--- src/rtl/mem_arbiter_pkg.sv ---
// Shared bus types and sizing constants for the memory-port arbiter.
// Imported by the interface, the tag table and the arbiter top.
package mem_arbiter_pkg;

    localparam int XLEN             = 32;
    localparam int MEM_TAG_W        = 4;
    localparam int NUM_MEM_TAGS     = 15;
    localparam int ARB_STARVE_LIMIT = 8;

    typedef enum logic [1:0] {
        BUS_NONE  = 2'h0,
        BUS_LOAD  = 2'h1,
        BUS_STORE = 2'h2
    } BUS_COMMAND;

    typedef enum logic [1:0] {
        BYTE   = 2'h0,
        HALF   = 2'h1,
        WORD   = 2'h2,
        DOUBLE = 2'h3
    } MEM_SIZE;

    typedef enum logic {
        ARB_ICACHE = 1'b0,
        ARB_DCACHE = 1'b1
    } ARB_OWNER;

    // The D-side may issue stores; the I-side only loads.
    function automatic logic is_mem_req(input BUS_COMMAND cmd, input logic allow_store);
        return (cmd == BUS_LOAD) || (allow_store && (cmd == BUS_STORE));
    endfunction

endpackage

--- src/rtl/mem_arbiter_if.sv ---
// Bundle of I-cache, D-cache and memory-port signals around the arbiter.
// slave is the arbiter's view; master is the view of everything around it.
interface mem_arbiter_if;
    import mem_arbiter_pkg::*;

    BUS_COMMAND              icache2arb_command;
    logic [XLEN-1:0]         icache2arb_addr;
    logic [MEM_TAG_W-1:0]    arb2icache_response;
    logic [63:0]             arb2icache_data;
    logic [MEM_TAG_W-1:0]    arb2icache_tag;

    BUS_COMMAND              dcache2arb_command;
    logic [XLEN-1:0]         dcache2arb_addr;
    logic [63:0]             dcache2arb_data;
    MEM_SIZE                 dcache2arb_size;
    logic [MEM_TAG_W-1:0]    arb2dcache_response;
    logic [63:0]             arb2dcache_data;
    logic [MEM_TAG_W-1:0]    arb2dcache_tag;

    BUS_COMMAND              proc2mem_command;
    logic [XLEN-1:0]         proc2mem_addr;
    logic [63:0]             proc2mem_data;
    MEM_SIZE                 proc2mem_size;
    logic [MEM_TAG_W-1:0]    mem2proc_response;
    logic [63:0]             mem2proc_data;
    logic [MEM_TAG_W-1:0]    mem2proc_tag;

    modport slave (
        input  icache2arb_command, icache2arb_addr,
        input  dcache2arb_command, dcache2arb_addr, dcache2arb_data, dcache2arb_size,
        input  mem2proc_response, mem2proc_data, mem2proc_tag,
        output arb2icache_response, arb2icache_data, arb2icache_tag,
        output arb2dcache_response, arb2dcache_data, arb2dcache_tag,
        output proc2mem_command, proc2mem_addr, proc2mem_data, proc2mem_size
    );

    modport master (
        output icache2arb_command, icache2arb_addr,
        output dcache2arb_command, dcache2arb_addr, dcache2arb_data, dcache2arb_size,
        output mem2proc_response, mem2proc_data, mem2proc_tag,
        input  arb2icache_response, arb2icache_data, arb2icache_tag,
        input  arb2dcache_response, arb2dcache_data, arb2dcache_tag,
        input  proc2mem_command, proc2mem_addr, proc2mem_data, proc2mem_size
    );

endinterface

--- src/rtl/mem_arbiter_tag_table.sv ---
// Outstanding-tag ownership table: one allocate port, one lookup+free port.
// Allocation wins over a same-cycle free of the same tag; lookup reads the old contents.
module mem_tag_table
    import mem_arbiter_pkg::*;
#(
    parameter int NUM_TAGS = NUM_MEM_TAGS,
    parameter int TAG_W    = MEM_TAG_W
) (
    input  logic             clock,
    input  logic             reset,
    input  logic             i_alloc_en,
    input  logic [TAG_W-1:0] i_alloc_tag,
    input  ARB_OWNER         i_alloc_owner,
    input  logic             i_free_en,
    input  logic [TAG_W-1:0] i_lookup_tag,
    output logic             o_lookup_valid,
    output ARB_OWNER         o_lookup_owner
);

    // Entry 0 is never written: tag 0 means "no tag".
    logic [NUM_TAGS:0] r_valid;
    logic [NUM_TAGS:0] r_owner_d;

    always_ff @(posedge clock or negedge reset) begin
        if (!reset) begin
            r_valid   <= '0;
            r_owner_d <= '0;
        end else begin
            if (i_free_en) begin
                r_valid[i_lookup_tag] <= 1'b0;
            end
            if (i_alloc_en) begin
                r_valid[i_alloc_tag]   <= 1'b1;
                r_owner_d[i_alloc_tag] <= (i_alloc_owner == ARB_DCACHE);
            end
        end
    end

    assign o_lookup_valid = (i_lookup_tag != '0) && r_valid[i_lookup_tag];
    assign o_lookup_owner = r_owner_d[i_lookup_tag] ? ARB_DCACHE : ARB_ICACHE;

endmodule

--- src/rtl/mem_arbiter.sv ---
// Shares the memory port between I-cache and D-cache and routes returning tags to their owner.
// MEM_ARB_FAIR_EN selects round-robin grant; default is D-side priority with I-side starvation guard.
module mem_arbiter
    import mem_arbiter_pkg::*;
#(
    parameter int NUM_TAGS     = NUM_MEM_TAGS,
    parameter int TAG_W        = MEM_TAG_W,
    parameter int STARVE_LIMIT = ARB_STARVE_LIMIT
) (
    input  logic         clock,
    input  logic         reset,
    mem_arbiter_if.slave bus,
    output logic         arb_error
);

    logic             w_i_req;
    logic             w_d_req;
    logic             w_win_i;
    logic             w_grant;
    logic             w_accept;
    ARB_OWNER         w_winner;
    logic [TAG_W-1:0] w_ret_tag;
    logic             w_lk_valid;
    ARB_OWNER         w_lk_owner;
    logic             w_ret_hit;
    logic             w_ret_miss;
    logic             r_arb_error;

    // Requests are masked while reset is low so every output collapses to idle.
    assign w_i_req  = reset && is_mem_req(bus.icache2arb_command, 1'b0);
    assign w_d_req  = reset && is_mem_req(bus.dcache2arb_command, 1'b1);
    assign w_grant  = w_i_req || w_d_req;
    assign w_accept = w_grant && (bus.mem2proc_response != '0);
    assign w_winner = w_win_i ? ARB_ICACHE : ARB_DCACHE;

`ifdef MEM_ARB_FAIR_EN
    ARB_OWNER r_last_grant;

    always_comb begin
        w_win_i = w_i_req;
        if (w_i_req && w_d_req) begin
            w_win_i = (r_last_grant == ARB_DCACHE);
        end
    end

    // Rejected commands leave history alone so the same side retries first.
    always_ff @(posedge clock or negedge reset) begin
        if (!reset) begin
            r_last_grant <= ARB_DCACHE;
        end else if (w_accept) begin
            r_last_grant <= w_winner;
        end
    end
`else
    localparam int STARVE_W = $clog2(STARVE_LIMIT + 1);

    logic [STARVE_W-1:0] r_starve_cnt;
    logic                w_starved;

    assign w_starved = (r_starve_cnt == STARVE_W'(STARVE_LIMIT));
    assign w_win_i   = w_i_req && (!w_d_req || w_starved);

    always_ff @(posedge clock or negedge reset) begin
        if (!reset) begin
            r_starve_cnt <= '0;
        end else if (w_accept && w_win_i) begin
            r_starve_cnt <= '0;
        end else if (w_i_req && !w_starved) begin
            r_starve_cnt <= r_starve_cnt + 1'b1;
        end
    end
`endif

    always_comb begin
        bus.proc2mem_command    = BUS_NONE;
        bus.proc2mem_addr       = '0;
        bus.proc2mem_data       = '0;
        bus.proc2mem_size       = BYTE;
        bus.arb2icache_response = '0;
        bus.arb2dcache_response = '0;
        if (w_win_i) begin
            bus.proc2mem_command    = BUS_LOAD;
            bus.proc2mem_addr       = bus.icache2arb_addr;
            bus.proc2mem_size       = DOUBLE;
            bus.arb2icache_response = bus.mem2proc_response;
        end else if (w_d_req) begin
            bus.proc2mem_command    = bus.dcache2arb_command;
            bus.proc2mem_addr       = bus.dcache2arb_addr;
            bus.proc2mem_data       = bus.dcache2arb_data;
            bus.proc2mem_size       = bus.dcache2arb_size;
            bus.arb2dcache_response = bus.mem2proc_response;
        end
    end

    assign w_ret_tag  = bus.mem2proc_tag;
    assign w_ret_hit  = reset && (w_ret_tag != '0) && w_lk_valid;
    assign w_ret_miss = reset && (w_ret_tag != '0) && !w_lk_valid;

    mem_tag_table #(
        .NUM_TAGS (NUM_TAGS),
        .TAG_W    (TAG_W)
    ) u_tag_table (
        .clock          (clock),
        .reset          (reset),
        .i_alloc_en     (w_accept),
        .i_alloc_tag    (bus.mem2proc_response),
        .i_alloc_owner  (w_winner),
        .i_free_en      (w_ret_hit),
        .i_lookup_tag   (w_ret_tag),
        .o_lookup_valid (w_lk_valid),
        .o_lookup_owner (w_lk_owner)
    );

    always_comb begin
        bus.arb2icache_tag  = '0;
        bus.arb2icache_data = '0;
        bus.arb2dcache_tag  = '0;
        bus.arb2dcache_data = '0;
        if (w_ret_hit) begin
            if (w_lk_owner == ARB_ICACHE) begin
                bus.arb2icache_tag  = w_ret_tag;
                bus.arb2icache_data = bus.mem2proc_data;
            end else begin
                bus.arb2dcache_tag  = w_ret_tag;
                bus.arb2dcache_data = bus.mem2proc_data;
            end
        end
    end

    always_ff @(posedge clock or negedge reset) begin
        if (!reset) begin
            r_arb_error <= 1'b0;
        end else if (w_ret_miss) begin
            r_arb_error <= 1'b1;
        end
    end

    assign arb_error = r_arb_error;

endmodule

--- src/flat_wrapper.sv ---
// flat-port wrapper written by rule: the top's interface ports become plain ports
module mem_arbiter_flat import mem_arbiter_pkg::*;
#(
    parameter int NUM_TAGS     = NUM_MEM_TAGS,
    parameter int TAG_W        = MEM_TAG_W,
    parameter int STARVE_LIMIT = ARB_STARVE_LIMIT
)
  (clock, reset, arb_error, bus_icache2arb_command, bus_icache2arb_addr, bus_dcache2arb_command, bus_dcache2arb_addr, bus_dcache2arb_data, bus_dcache2arb_size, bus_mem2proc_response, bus_mem2proc_data, bus_mem2proc_tag, bus_arb2icache_response, bus_arb2icache_data, bus_arb2icache_tag, bus_arb2dcache_response, bus_arb2dcache_data, bus_arb2dcache_tag, bus_proc2mem_command, bus_proc2mem_addr, bus_proc2mem_data, bus_proc2mem_size);
  mem_arbiter_if bus_i ();
  input  logic clock;
  input  logic reset;
  output logic arb_error;
  input wire logic [$bits(bus_i.icache2arb_command)-1:0] bus_icache2arb_command;
  input wire logic [$bits(bus_i.icache2arb_addr)-1:0] bus_icache2arb_addr;
  input wire logic [$bits(bus_i.dcache2arb_command)-1:0] bus_dcache2arb_command;
  input wire logic [$bits(bus_i.dcache2arb_addr)-1:0] bus_dcache2arb_addr;
  input wire logic [$bits(bus_i.dcache2arb_data)-1:0] bus_dcache2arb_data;
  input wire logic [$bits(bus_i.dcache2arb_size)-1:0] bus_dcache2arb_size;
  input wire logic [$bits(bus_i.mem2proc_response)-1:0] bus_mem2proc_response;
  input wire logic [$bits(bus_i.mem2proc_data)-1:0] bus_mem2proc_data;
  input wire logic [$bits(bus_i.mem2proc_tag)-1:0] bus_mem2proc_tag;
  output wire logic [$bits(bus_i.arb2icache_response)-1:0] bus_arb2icache_response;
  output wire logic [$bits(bus_i.arb2icache_data)-1:0] bus_arb2icache_data;
  output wire logic [$bits(bus_i.arb2icache_tag)-1:0] bus_arb2icache_tag;
  output wire logic [$bits(bus_i.arb2dcache_response)-1:0] bus_arb2dcache_response;
  output wire logic [$bits(bus_i.arb2dcache_data)-1:0] bus_arb2dcache_data;
  output wire logic [$bits(bus_i.arb2dcache_tag)-1:0] bus_arb2dcache_tag;
  output wire logic [$bits(bus_i.proc2mem_command)-1:0] bus_proc2mem_command;
  output wire logic [$bits(bus_i.proc2mem_addr)-1:0] bus_proc2mem_addr;
  output wire logic [$bits(bus_i.proc2mem_data)-1:0] bus_proc2mem_data;
  output wire logic [$bits(bus_i.proc2mem_size)-1:0] bus_proc2mem_size;
  assign bus_i.icache2arb_command = bus_icache2arb_command;
  assign bus_i.icache2arb_addr = bus_icache2arb_addr;
  assign bus_i.dcache2arb_command = bus_dcache2arb_command;
  assign bus_i.dcache2arb_addr = bus_dcache2arb_addr;
  assign bus_i.dcache2arb_data = bus_dcache2arb_data;
  assign bus_i.dcache2arb_size = bus_dcache2arb_size;
  assign bus_i.mem2proc_response = bus_mem2proc_response;
  assign bus_i.mem2proc_data = bus_mem2proc_data;
  assign bus_i.mem2proc_tag = bus_mem2proc_tag;
  assign bus_arb2icache_response = bus_i.arb2icache_response;
  assign bus_arb2icache_data = bus_i.arb2icache_data;
  assign bus_arb2icache_tag = bus_i.arb2icache_tag;
  assign bus_arb2dcache_response = bus_i.arb2dcache_response;
  assign bus_arb2dcache_data = bus_i.arb2dcache_data;
  assign bus_arb2dcache_tag = bus_i.arb2dcache_tag;
  assign bus_proc2mem_command = bus_i.proc2mem_command;
  assign bus_proc2mem_addr = bus_i.proc2mem_addr;
  assign bus_proc2mem_data = bus_i.proc2mem_data;
  assign bus_proc2mem_size = bus_i.proc2mem_size;
  mem_arbiter #(.NUM_TAGS(NUM_TAGS), .TAG_W(TAG_W), .STARVE_LIMIT(STARVE_LIMIT)) u_core (.clock(clock), .reset(reset), .bus(bus_i), .arb_error(arb_error));
endmodule
--- config.mk ---
export PLATFORM = sky130hd
export DESIGN_NAME = mem_arbiter_flat
export DESIGN_NICKNAME = d
export VERILOG_FILES = /design/src/rtl/mem_arbiter_pkg.sv /design/src/rtl/mem_arbiter_if.sv /design/src/rtl/mem_arbiter_tag_table.sv /design/src/rtl/mem_arbiter.sv /design/src/flat_wrapper.sv
export SDC_FILE = /design/constraint.sdc
export NUM_CORES = 1
export LEC_CHECK = 0
export ABC_AREA = 1
export CELL_PAD_IN_SITES_DETAIL_PLACEMENT = 0
export CELL_PAD_IN_SITES_GLOBAL_PLACEMENT = 1
export CORE_AREA = 2 2 174 176
export DETAILED_ROUTE_END_ITERATION = 8
export DIE_AREA = 0 0 176 178
export PLACE_DENSITY = 0.75
export SLEW_MARGIN = 20
export SYNTH_ARGS = -nofsm -noshare
export SYNTH_HDL_FRONTEND = slang
export SYNTH_SLANG_ARGS = --single-unit
--- constraint.sdc ---
create_clock -name clock -period 6.09 [get_ports clock]
set_input_delay 1.827 -clock clock [delete_from_list [all_inputs] [get_ports clock]]
set_output_delay 1.827 -clock clock [all_outputs]
set_load 0.03 [all_outputs]
Word-level counts from Yosys, hierarchy flattened
Cells that the tools add are included.
{ "classes": {"add_sub_neg": 1, "bitwise_logic": 3, "muxes": 34, "eq_ne": 4, "n_lt_le_gt_ge": 4, "n_reduce_logical": 21} }
{ "ops": {"columns": ["op", "count"], "rows": [
  ["64-bit 2-to-1 mux", 6],
  ["32-bit 2-to-1 mux", 2],
  ["4-bit 2-to-1 mux", 9],
  ["16-bit 2-to-1 mux", 2],
  ["16-bit AND", 1],
  ["16-bit bitwise mux", 1],
  ["16-bit NOT", 1],
  ["16-bit bitwise OR", 1],
  ["1-bit logical AND", 12],
  ["4-bit by 5-bit less-than comparator with 1-bit output (second input constant)", 2],
  ["1-bit binary-select mux with 4-bit select", 2],
  ["1-bit demux with 4-bit select", 2],
  ["4-bit by 1-bit >= comparator with 1-bit output (second input constant)", 2],
  ["2-bit 2-to-1 mux", 4],
  ["4-bit nonzero test", 2],
  ["1-bit 2-to-1 mux", 6],
  ["4-bit by 1-bit adder with 4-bit output (second input constant)", 1],
  ["2-bit by 1-bit equality test with 1-bit output (second input constant)", 2],
  ["4-bit equality test (second input constant)", 1],
  ["1-bit zero test", 3],
  ["1-bit logical OR", 3],
  ["2-bit equality test (second input constant)", 1],
  ["2-bit nonzero test", 1]
]} }
{ "word_totals": {"word_cells": 71, "register_bits": 37} }

Logic depth before layout (Yosys ltp)
{ "depth": {"depth_word": 9, "ltp_mapped": 12} }

Cells and area by module
Synthesis repeated with hierarchy kept, for this count alone.
{ "unflattened": {"cells_unflattened": 770, "area_unflattened_um2": 4113.9} }
{ "modules_own_cells": {"columns": ["module", "cells_each", "seq_area_each_um2", "instances", "area_each_um2"], "rows": [
  ["mem_arbiter", 544, 125.1, 1, 2442.3],
  ["mem_tag_table", 226, 800.8, 1, 1671.6]
]} }

Worst setup path after synthesis
No wires, ideal clock.
{ "synth_timing": {"path_type": "input port to output port", "startpoint": "in bus_mem2proc_tag[1]", "endpoint": "out bus_arb2dcache_data[13]", "arrival_time_ns": 3.347, "path_buffers": 3, "slack_ns": 0.916, "stages": 10, "path_cell_list": "buf_2 -> nor2_1 -> nand2_1 -> nand4_1 -> nand2_1 -> nand2_1 -> nor2_2 -> buf_2 -> buf_4 -> nor2_1"} }
{ "synth_between": {"elab_chain_len": 5, "elab_cells_between_ends": 11, "classes_between": "mux (7); reduce/logical (4)"} }
{ "synth_rtl": {"columns": ["item", "line_no", "source"], "rows": [
  ["start, declared", "flat_wrapper.sv:21", "input wire logic [$bits(bus_i.mem2proc_tag)-1:0] bus_mem2proc_tag;"],
  ["1-bit binary-select mux with 4-bit select (on tied branches)", "mem_arbiter_tag_table.sv:40, mem_arbiter_tag_table.sv:39", null],
  ["1-bit 2-to-1 mux (on tied branches)", "mem_arbiter_tag_table.sv:40, mem_arbiter_tag_table.sv:39", null],
  ["1-bit 2-to-1 mux / 1-bit logical AND (equally long branches)", "mem_arbiter_tag_table.sv:40, mem_arbiter_tag_table.sv:39", null],
  ["64-bit 2-to-1 mux / 1-bit logical AND (equally long branches)", "mem_arbiter.sv:120, mem_arbiter.sv:96", null],
  ["64-bit 2-to-1 mux *", "mem_arbiter.sv:119", "if (w_ret_hit) begin"],
  ["end, declared", "flat_wrapper.sv:26", "output wire logic [$bits(bus_i.arb2dcache_data)-1:0] bus_arb2dcache_data;"]
]} }
Every way passes the cells marked *; elsewhere a longest branch is shown, timed or not. The select of a mux whose other input is x is not followed.

Final worst setup path
{ "layout_timing": {"startpoint": "in bus_mem2proc_tag[1]", "endpoint": "out bus_arb2dcache_data[26]"} }
Same word-level chain as after synthesis.

==> results by group <==
Status
  • Outcome: complete, no violations

Detailed routing
  • Initial DRC count: 315
  • Drt total wl: 27,890 um
  • Wirelength per Cell: 16.60 um
  • Drt pass-1 iters: 5
  • Vias: 7,094
  • Via density: 4.223
  • DR DRC count: 0
  • Remaining antenna violation count: 0

Placement
  • DP Area: 9414 um^2
  • DP Worst Slack: -23.65 ps
  • PortBufs: 452
  • Final Wtd Congestion: 0.9028
  • Cells after DPL: 1,670
  • Final HPWL DP: 23,600 um

Worst hold path
  • Hold path depth: 0
  • Hold Path Origin: u_core.u_tag_table.r_valid[0]
  • Hold endpoint: u_core.u_tag_table.r_valid[0]
  • Worst min-delay path class: register to register

Synthesis
  • Synth area leaders: nand2_1, dfrtp_1, nor2_1, nand3_1, buf_2
  • Ys flop type: dfrtp_1
  • Area leader, netlist: nand2_1
  • Syn Std Cell Area: 4400 um^2
  • Commonest cells post-synth: nand2_1, nor2_1, nand3_1
  • Post-synth EDFFs: 0
  • FFs w/ async S/R, synth: 100.0%
  • Synth top area share: 27.81%
  • Mean Syn Cell Area: 5.081 um^2
  • Sequential area share after synthesis: 21.04%
  • Cell variety after synth: 23
  • Post-synthesis cell count: 866
  • Yosys warns: 0
  • Count leader, synth: nand2_1
  • Syn Nets: 1,076
  • Yosys reg bits: 37

Power
  • Total power: 1.835 mW
  • Sw frac: 44.73%
  • Leak pwr: 4.550 nW
  • Clock share of power: 16.8%
  • P per Cell Area: 191.2 nW/um^2
  • Comb power frac: 61.9%
  • Maximum VDD drop: 0.09319 mV
  • Int Power: 1.014 mW
  • P_sw: 0.8207 mW
  • Flop pwr share: 21.3%

Layout
  • Fin util: 32.63%
  • Final instance area: 9594 um^2
  • Share of post-route cells with drive strength above 1: 21.43%
  • Area of the multi-input gates: 3098 um^2
  • Fillers: 3,240
  • Final Non-Filler Cells: 1,680
  • Synth-to-Final Area Change: 118.0%
  • Sequential cell area: 925.9 um^2
  • Nets: 1,497

STA
  • Slew Viols, Final: 0
  • Max-Slew Margin vs Limit: 65.02%
  • Tmin final: 5892 ps
  • Final period util: 96.75%
  • Setup Viol. Count Final: 0
  • FMAX: 169.7 MHz
  • Setup TNS: 0 ps
  • Final worst slack: 197.6 ps
  • Worst-margin pin slew: 522.7 ps
  • Final Hold Vio Count: 0
  • RSZ-0062 raised after global routing: false
  • Final Hold Slack: 377.2 ps
  • Skew final: 8.303 ps

Setup path
  • Worst r2r dst: u_core.u_tag_table.r_valid[4]
  • Crit-path slowest cell: clkdlybuf4s50_1
  • Crit path required time: 4260 ps
  • CP bufs+invs: 4
  • CP Cell Sequence: clkdlybuf4s50_1, nor2_1, nand2_1, nand4_1, nand2_1, nand2_1, nor2_4, buf_12, buf_4, nor2_1, buf_4
  • Startpoint types: primary input
  • CP max FO: 37
  • Worst Setup Path Type: primary input to output port
  • Worst r2r src: u_core.u_tag_table.r_valid[5]
  • Crit path top cell by count: nand2_1
  • R2r worst-path depth: 10
  • R2r setup slk: 4390 ps
  • CP top delay family: simple AND/OR/NAND/NOR gates
  • Worst setup EP type: output port
  • Max incr delay on CP: 520 ps
  • Crit path arrival time: 4070 ps

Clock tree
  • CTS tree: done
  • Clk Latency, worst-skew pair: 280 ps
  • Clk buf depth: 2
  • Reg clk slew, reported paths: 60 ps
  • H-tree Lvls: 2
  • CTS Sinks: 37
  • CTS Buf Count: 5
  • Total setup buffers inserted after CTS: 0
  • CTS root buffer: clkbuf_16

Global routing
  • Initial antenna violation count: 2
  • Gr ovfl total: 0
  • Vias in the first global route: 6,693
  • Largest net degree at the start of global routing: 103
  • First-pass GRT wire length: 40,130 um
  • Tot GR Track Use: 16.66%

Floorplan
  • Die height: 178 um
  • Starting density of the core: 14.97%
  • I/O Pins: 453
  • Core area: 29,400 um^2
  • Num rows: 63
  • Die area: 31,330 um^2
  • Die W: 176 um

Flow run
  • # Max-Cap Violations: 0
state kept, by name, indices dropped and copies added, names as in the netlist:
register,flops
u_core.u_tag_table.r_valid,16
u_core.arb_error,1
u_core.u_tag_table.r_owner_d,16
u_core.r_starve_cnt,4
routing by layer:
layer	share of wire, %	track usage (%)	wire, um
met1	36	17.53	9997
met5	0	0	0
met2	53	32.19	14800
met3	9.0	4.646	2524
met4	2.0	4.752	564
cells in the final DEF (no fill, tap or decap):
master / count
nor2_1: 217
xor2_1: 2
clkinvlp_4: 1
a21oi_1: 1
nand4_1: 4
diode_2: 2
nor3_1: 8
o21a_1: 4
buf_12: 48
inv_2: 1
a21oi_4: 1
o21ai_0: 17
dfrtp_1: 37
clkdlybuf4s50_1: 225
nor2_4: 2
bufinv_16: 1
a21boi_0: 11
clkinv_2: 1
ha_1: 2
a31o_2: 1
a31oi_1: 1
inv_1: 23
nand2_2: 1
clkbuf_8: 1
buf_4: 211
dlygate4sd2_1: 1
o21ai_4: 1
nand2_1: 325
clkbuf_16: 5
or2_2: 1
nand3_1: 134
timing repair:
action / 4_1_cts / 5_1_grt
hold buffers: 0 / 0
endpoints found under the hold margin: 0 / 0
endpoints found under the setup margin: 3 / 0
gates resized for setup: 1 / 0
layout make-up:
class,count,share of cell area (%)
antenna,2,0.05216
multi-input combinational,733,32.29
clock inverter,2,0.3912
timing repair buffer,485,50.09
sequential,37,9.650
tap,390,5.086
inverter,25,0.9911
clock buffer,6,1.448
power groups by stage:
stage	Clock, mW	Sequential (mW)	Combinational (mW)
6_report	0.308	0.391	1.14
5_1_grt	0.331	0.401	1.23
4_1_cts	0.318	0.389	1.15
3_5_place_dp	0	0.392	1.14
3_3_place_gp	0	0.390	1.14
2_1_floorplan	0	0.375	0.641
kinds of logic after synthesis:
logic type,share of synthesized area [%]
flip-flops,21.04
XOR/XNOR,0.3981
adder cells (fa/ha/maj),0.5686
AO/OA/AOI/OAI,5.175
AND/OR/NAND/NOR,63.41
buffers and inverters,9.411
worst max path at each step:
| stage | start | endpoint | slack (ps) | depth (start not counted) |
|---|---|---|---|---|
| 6_report | bus_mem2proc_tag[1] | bus_arb2dcache_data[26] | 200 | 11 |
| 5_1_grt | bus_mem2proc_tag[1] | bus_arb2icache_data[28] | 30 | 13 |
| 4_1_cts | reset | bus_proc2mem_addr[5] | 190 | 9 |
| 3_5_place_dp | bus_mem2proc_tag[0] | bus_arb2icache_data[28] | -20 | 14 |
| 3_3_place_gp | bus_mem2proc_tag[0] | bus_arb2dcache_data[26] | -120 | 12 |
| 2_1_floorplan | bus_mem2proc_tag[1] | bus_arb2dcache_data[13] | 920 | 10 |
worst register-to-register path: cells and delay by family, from the launching register on:
kind / cells / cell delay [ps]
AOI/OAI and AO/OA: 1 / 400
buffers and inverters: 1 / 270
DFF: 1 / 390
and+or+nand+nor: 8 / 570
No activity file was read; power rests on OpenSTA's default activity.
